`config.mk`:
```
export PLATFORM = sky130hd
export DESIGN_NAME = umem_arbiter
export DESIGN_NICKNAME = d
export VERILOG_FILES = /design/src/rtl/umem_arbiter.sv
export SDC_FILE = /design/constraint.sdc
export NUM_CORES = 1
export LEC_CHECK = 0
export ABC_AREA = 1
export CAP_MARGIN = 40
export CORE_AREA = 2 2 140 142
export CTS_CLUSTER_DIAMETER = 120
export DETAILED_ROUTE_END_ITERATION = 6
export DIE_AREA = 0 0 142 144
export HOLD_SLACK_MARGIN = 0.05
export PLACE_DENSITY_LB_ADDON = 0.1
export SYNTH_ARGS = -nofsm -noshare
export SYNTH_HDL_FRONTEND = slang
export SYNTH_SLANG_ARGS = --single-unit
```
`constraint.sdc`:
```
create_clock -name clk_i -period 2 [get_ports clk_i]
set_clock_uncertainty 0.1 [all_clocks]
set_input_delay 0.6 -clock clk_i [delete_from_list [all_inputs] [get_ports clk_i]]
set_output_delay 0.6 -clock clk_i [all_outputs]
set_load 0.005 [all_outputs]
```
`src/rtl/umem_arbiter.sv`:
```
// -----------------------------------------------------------------------------
// umem_arbiter
//
// Round-robin arbiter that shares one unified memory port between N_REQ cache
// hierarchies. The winner owns the memory port until its transaction completes
// or it withdraws. A one-cycle HOLD gap follows every completion so the memory
// sees its enables deassert. With LOCK_EN set, the owner can chain up to
// MAX_CHAIN follow-on transactions, such as the fill after an evict, without
// another requester getting in between.
//
// Ports
//   clk_i        clock, all state on the rising edge
//   rst_i        synchronous active-high reset
//   req_re_i     per-requester line read request (level, held until req_rdy_o)
//   req_we_i     per-requester line write request (level, held until req_rdy_o)
//   req_addr_i   flattened requester addresses, requester i at [i*AW +: AW]
//   req_wdata_i  flattened requester write lines, requester i at [i*DW +: DW]
//   req_rdy_o    one-cycle completion pulse, owner bit only
//   req_rdata_o  read line broadcast, valid only alongside req_rdy_o
//   gnt_o        registered one-hot owner, zero when idle
//   u_addr_o     unified memory address
//   u_re_o       unified memory read enable
//   u_we_o       unified memory write enable
//   u_wdata_o    unified memory write line
//   u_rd_data_i  unified memory read line
//   u_rdy_i      unified memory completion pulse
// -----------------------------------------------------------------------------
module umem_arbiter #(
    parameter int N_REQ     = 2,
    parameter int AW        = 11,
    parameter int DW        = 64,
    parameter int LOCK_EN   = 1,
    parameter int MAX_CHAIN = 1
) (
    input  logic                  clk_i,
    input  logic                  rst_i,
    input  logic [N_REQ-1:0]      req_re_i,
    input  logic [N_REQ-1:0]      req_we_i,
    input  logic [N_REQ*AW-1:0]   req_addr_i,
    input  logic [N_REQ*DW-1:0]   req_wdata_i,
    output logic [N_REQ-1:0]      req_rdy_o,
    output logic [DW-1:0]         req_rdata_o,
    output logic [N_REQ-1:0]      gnt_o,
    output logic [AW-1:0]         u_addr_o,
    output logic                  u_re_o,
    output logic                  u_we_o,
    output logic [DW-1:0]         u_wdata_o,
    input  logic [DW-1:0]         u_rd_data_i,
    input  logic                  u_rdy_i
);

    localparam int IW = (N_REQ > 1) ? $clog2(N_REQ) : 1;
    localparam int CW = 2;

    localparam logic [1:0] S_IDLE = 2'd0;
    localparam logic [1:0] S_BUSY = 2'd1;
    localparam logic [1:0] S_HOLD = 2'd2;

    localparam logic [N_REQ-1:0] ONE_HOT0 = {{(N_REQ-1){1'b0}}, 1'b1};
    localparam logic [CW-1:0]    CHAIN_MAX = CW'(MAX_CHAIN);

    logic [1:0]       state_q,  state_d;
    logic [N_REQ-1:0] gnt_q,    gnt_d;
    logic [IW-1:0]    own_q,    own_d;     // binary index mirroring gnt_q
    logic [IW-1:0]    rr_ptr_q, rr_ptr_d;
    logic [CW-1:0]    chain_q,  chain_d;

    logic [N_REQ-1:0] act_s;
    logic             own_re_s;
    logic             own_we_s;
    logic             own_act_s;
    logic [AW-1:0]    own_addr_s;
    logic [DW-1:0]    own_wdata_s;
    logic [IW-1:0]    pick_ptr_s;
    logic [IW:0]      pick_s;
    logic             pick_found_s;
    logic [IW-1:0]    pick_idx_s;
    logic             lock_s;

    // Increment a requester index modulo N_REQ.
    function automatic logic [IW-1:0] next_idx(input logic [IW-1:0] i);
        logic [IW-1:0] r;
        if (int'(i) >= N_REQ - 1) begin
            r = '0;
        end else begin
            r = i + IW'(1);
        end
        return r;
    endfunction

    // First active requester at or after ptr, searching upward with wrap.
    // Returns {found, index}. Walking the offsets downward lets the smallest
    // offset be the final assignment.
    function automatic logic [IW:0] rr_pick(input logic [N_REQ-1:0] act,
                                            input logic [IW-1:0]    ptr);
        logic [IW:0] res;
        int          idx;
        res = '0;
        for (int k = N_REQ - 1; k >= 0; k--) begin
            idx = int'(ptr) + k;
            if (idx >= N_REQ) begin
                idx = idx - N_REQ;
            end
            if (act[idx]) begin
                res = {1'b1, IW'(idx)};
            end
        end
        return res;
    endfunction

    assign act_s       = req_re_i | req_we_i;
    assign own_re_s    = req_re_i[own_q];
    assign own_we_s    = req_we_i[own_q];
    assign own_act_s   = own_re_s | own_we_s;
    assign own_addr_s  = req_addr_i[own_q*AW +: AW];
    assign own_wdata_s = req_wdata_i[own_q*DW +: DW];

    // In HOLD a release re-arbitrates in the same cycle from the pointer it
    // is about to store, so the search starts just past the current owner.
    assign pick_ptr_s   = (state_q == S_HOLD) ? next_idx(own_q) : rr_ptr_q;
    assign pick_s       = rr_pick(act_s, pick_ptr_s);
    assign pick_found_s = pick_s[IW];
    assign pick_idx_s   = pick_s[IW-1:0];

    assign lock_s = (LOCK_EN != 0) && (chain_q < CHAIN_MAX) && own_act_s;

    assign gnt_o = gnt_q;

    // Next-state logic for the grant FSM, pointer and chain counter.
    always_comb begin
        state_d  = state_q;
        gnt_d    = gnt_q;
        own_d    = own_q;
        rr_ptr_d = rr_ptr_q;
        chain_d  = chain_q;
        case (state_q)
            S_IDLE: begin
                if (pick_found_s) begin
                    state_d = S_BUSY;
                    own_d   = pick_idx_s;
                    gnt_d   = ONE_HOT0 << pick_idx_s;
                    chain_d = '0;
                end else begin
                    gnt_d   = '0;
                end
            end
            S_BUSY: begin
                if (u_rdy_i) begin
                    state_d = S_HOLD;
                end else if (!own_act_s) begin
                    // Owner withdrew before completion: release, no pulse.
                    state_d  = S_IDLE;
                    gnt_d    = '0;
                    rr_ptr_d = next_idx(own_q);
                end else begin
                    state_d = S_BUSY;
                end
            end
            S_HOLD: begin
                if (lock_s) begin
                    // Chained transaction keeps the owner and the pointer.
                    state_d = S_BUSY;
                    chain_d = chain_q + CW'(1);
                end else begin
                    rr_ptr_d = next_idx(own_q);
                    if (pick_found_s) begin
                        state_d = S_BUSY;
                        own_d   = pick_idx_s;
                        gnt_d   = ONE_HOT0 << pick_idx_s;
                        chain_d = '0;
                    end else begin
                        state_d = S_IDLE;
                        gnt_d   = '0;
                    end
                end
            end
            default: begin
                state_d = S_IDLE;
                gnt_d   = '0;
                chain_d = '0;
            end
        endcase
    end

    // State registers with synchronous reset.
    always_ff @(posedge clk_i) begin
        if (rst_i) begin
            state_q  <= S_IDLE;
            gnt_q    <= '0;
            own_q    <= '0;
            rr_ptr_q <= '0;
            chain_q  <= '0;
        end else begin
            state_q  <= state_d;
            gnt_q    <= gnt_d;
            own_q    <= own_d;
            rr_ptr_q <= rr_ptr_d;
            chain_q  <= chain_d;
        end
    end

    // Memory-side mux from the owner's live request and the completion path.
    always_comb begin
        u_re_o      = 1'b0;
        u_we_o      = 1'b0;
        u_addr_o    = '0;
        u_wdata_o   = '0;
        req_rdy_o   = '0;
        req_rdata_o = '0;
        if (gnt_q != '0) begin
            u_addr_o  = own_addr_s;
            u_wdata_o = own_wdata_s;
        end else begin
            u_addr_o  = '0;
            u_wdata_o = '0;
        end
        if (state_q == S_BUSY) begin
            // Write wins when a requester raises both enables.
            u_we_o = own_we_s;
            u_re_o = own_re_s & ~own_we_s;
            if (u_rdy_i) begin
                req_rdy_o   = gnt_q;
                req_rdata_o = u_rd_data_i;
            end else begin
                req_rdy_o   = '0;
                req_rdata_o = '0;
            end
        end else begin
            u_re_o = 1'b0;
            u_we_o = 1'b0;
        end
    end

endmodule

```
==> results by group <==
Placed design
  – Pre-CTS WS: -0.634 ns
  – GP Congestion: 0.775
  – DP Wirelength: 12.7 mm
  – I/O Buffers: 365

Run status
  – Status: finished, violations left
  – Failing checks: setup timing

Die
  – Die area: 20,400 um2
  – Initial core utilization: 11.8%
  – Core Region: 19,100 um2
  – Chip Width: 142 um
  – Die Y: 144 um
  – I/O pin cnt: 366
  – Row cnt: 51

Clock tree
  – Clk Latency, worst-skew pair: 0.23 ns
  – Worst-case clock buffer depth: 2
  – CTS tree: yes
  – H-tree Lvls: 1
  – CTS buffer count: 3
  – CTS root buf: clkbuf_16
  – TritonCTS Sinks: 8
  – Clk pin slew, worst setup/hold paths: 0.04 ns

Finish
  – Commonest non-fill, non-tap cell in the layout: nand2_1
  – Layout cells sized above 1: 37.1%
  – Final nets: 1,114
  – Filler cells: 2,235
  – Area growth syn-to-layout: 190%
  – Core Util, Final: 34.0%
  – Most frequent cells in the layout: nand2_1 (205), dlygate4sd2_1 (198), buf_2 (141), nor2_1 (71), a21oi_2 (44)

Timing
  – Crit share post-route: 101%
  – Pins Over Slew Limit: 0
  – Setup ws final: -0.0250 ns
  – Rel. slew slack: 84.1%
  – Final-report hold violation count: 0
  – Worst Tran Pin Value: 0.238 ns
  – Fin crit period: 2.03 ns
  – Final-report setup violation count: 5
  – RSZ-0062 raised after global routing: true
  – Post-route setup TNS: -0.0569 ns
  – Achievable Freq: 494 MHz

Detailed routing
  – Total Wirelength: 17.2 mm
  – DRT antenna net count: 0
  – Drt wl/cell: 15.2 um
  – Vias per cell: 4.02
  – Vias: 4,542
  – Initial DRC count: 116
  – DR pass1 iterations: 4
  – Remaining DRCs: 0

Synth
  – Register area share after synthesis: 7.14%
  – Cell variety after synth: 22
  – Cells after Synth: 497
  – Ys Warns: 0
  – Avg Cell Area, Syn: 4.51 um2
  – Synthesis-stage register bit count: 8
  – Syn_nets: 719
  – Mapped cell area: 2240 um2

Setup path
  – Worst EP required: 1.30 ns
  – Highest cell delay on the worst timing path: 0.40 ns
  – Crit path kind: reg2out
  – Slowest CP cell: dfxtp_4
  – Critical path data arrival time: 1.33 ns
  – Worst Path Max Fanout: 10
  – Crit-path cells: buf_12 -> buf_16 -> nand2_4 -> nand3_2 -> nor2_1 -> buf_2
  – CP startpoint kind: flop
  – Crit. End Element: output pin
  – CP bufs+invs: 3
  – Cell family with most CP delay: buffers and inverters

Power
  – Power Dens Cells: 448 nW/um2
  – Total power: 2.91 mW
  – Peak supply drop: 0.289 mV
  – Leakage: 3.70 nW

GRT
  – Vias in the first global route: 4,377
  – First-pass GRT wire length: 23.9 mm
  – GRT overflow: 0
  – Largest net degree at the start of global routing: 31
  – Initial antenna violation count: 3
  – GRT Total Usage: 14.8%

Min path
  – Min-Delay Path Class: reg2reg

Job
  – Max_cap viols: 0
## final cells by class
cell class,instances,area [um2],area share (%)
repair buffers,430,3670,56.5
multi-input cells,430,2190,33.8
well taps,238,298,4.58
flip-flops and latches,8,168,2.58
inverters,19,86.3,1.33
clock buffers,3,75.1,1.16
diodes,3,7.51,0.116
## worst paths after layout
path              startpoint        to  slack, ns  cells past startpoint
setup / recovery       own_q    u_re_o      -0.03                      6
hold / removal      rr_ptr_q  rr_ptr_q       0.38                      2
setup reg to reg       own_q     own_q       0.24                     11
hold reg to reg     rr_ptr_q  rr_ptr_q       0.38                      2
## repair_timing
item / CTS / global route
hold endpoints to repair: 0 / 0
resized for setup: 813 / 116
hold buffers: 0 / 0
cloned: 6 / 6
buffers inserted: 11 / 4
pin swaps: 188 / 68
endpoints found under the setup margin: 143 / 110
## registers in the layout (all words and copies together) (netlist names)
name      flops
gnt_o         2
rr_ptr_q      1
chain_q       2
own_q         1
state_q       2
## stage by stage
step / std cells / hold slack (ns) / instance area, um2
after floorplan: 497 / 0.352 / 2240
after global placement: 1101 / 0.385 / 6470
after detailed placement: 1101 / 0.379 / 6470
after CTS: 1121 / 0.388 / 6010
after global routing: 1131 / 0.449 / 6490
final: 1131 / 0.379 / 6490
## cells in the mapped netlist
| cell | instances | area, um2 |
|---|---|---|
| nand2_1 | 245 | 920 |
| a21oi_1 | 77 | 385 |
| nor2_1 | 77 | 289 |
| clkbuf_1 | 18 | 67.6 |
| buf_2 | 17 | 85.1 |
| inv_1 | 13 | 48.8 |
| nand3_1 | 11 | 55.1 |
| dfxtp_1 | 8 | 160 |
| nand2_2 | 6 | 37.5 |
| inv_2 | 5 | 18.8 |
| nor2_2 | 3 | 18.8 |
| buf_4 | 2 | 15.0 |
| buf_6 | 2 | 22.5 |
| nand2_4 | 2 | 22.5 |
| nand3_2 | 2 | 20.0 |
| o21ai_0 | 2 | 10.0 |
| o21ai_1 | 2 | 10.0 |
| clkbuf_2 | 1 | 5.00 |
| ha_1 | 1 | 12.5 |
| inv_6 | 1 | 8.76 |
| nor2_4 | 1 | 11.3 |
| nor2_8 | 1 | 20.0 |
## cells by family after synthesis
family | count (synthesis) | share of synthesized area [%]
adders and majority gates | 1 | 0.558
DFF | 8 | 7.14
AOI/OAI and AO/OA | 81 | 18.1
buffers and inverters | 59 | 12.1
and+or+nand+nor | 348 | 62.1
## routing by layer
metal / global-route usage, % / wire length [um]
met1: 17.6 / 6930
met2: 28.0 / 8960
met3: 3.61 / 1290
met4: 1.11 / 13
met5: 0 / 0
## power by group
part	internal [mW]	switching, mW
combinational	1.21	1.16
sequential	0.180	0.0273
clock	0.257	0.0731
## tightest hold or removal path: cells and delay by family (launching register included)
kind / cells / cell delay [ns]
DFF: 1 / 0.32
and+or+nand+nor: 1 / 0.08
AOI/OAI and AO/OA: 1 / 0.04
(Power assumes the default switching activity.)
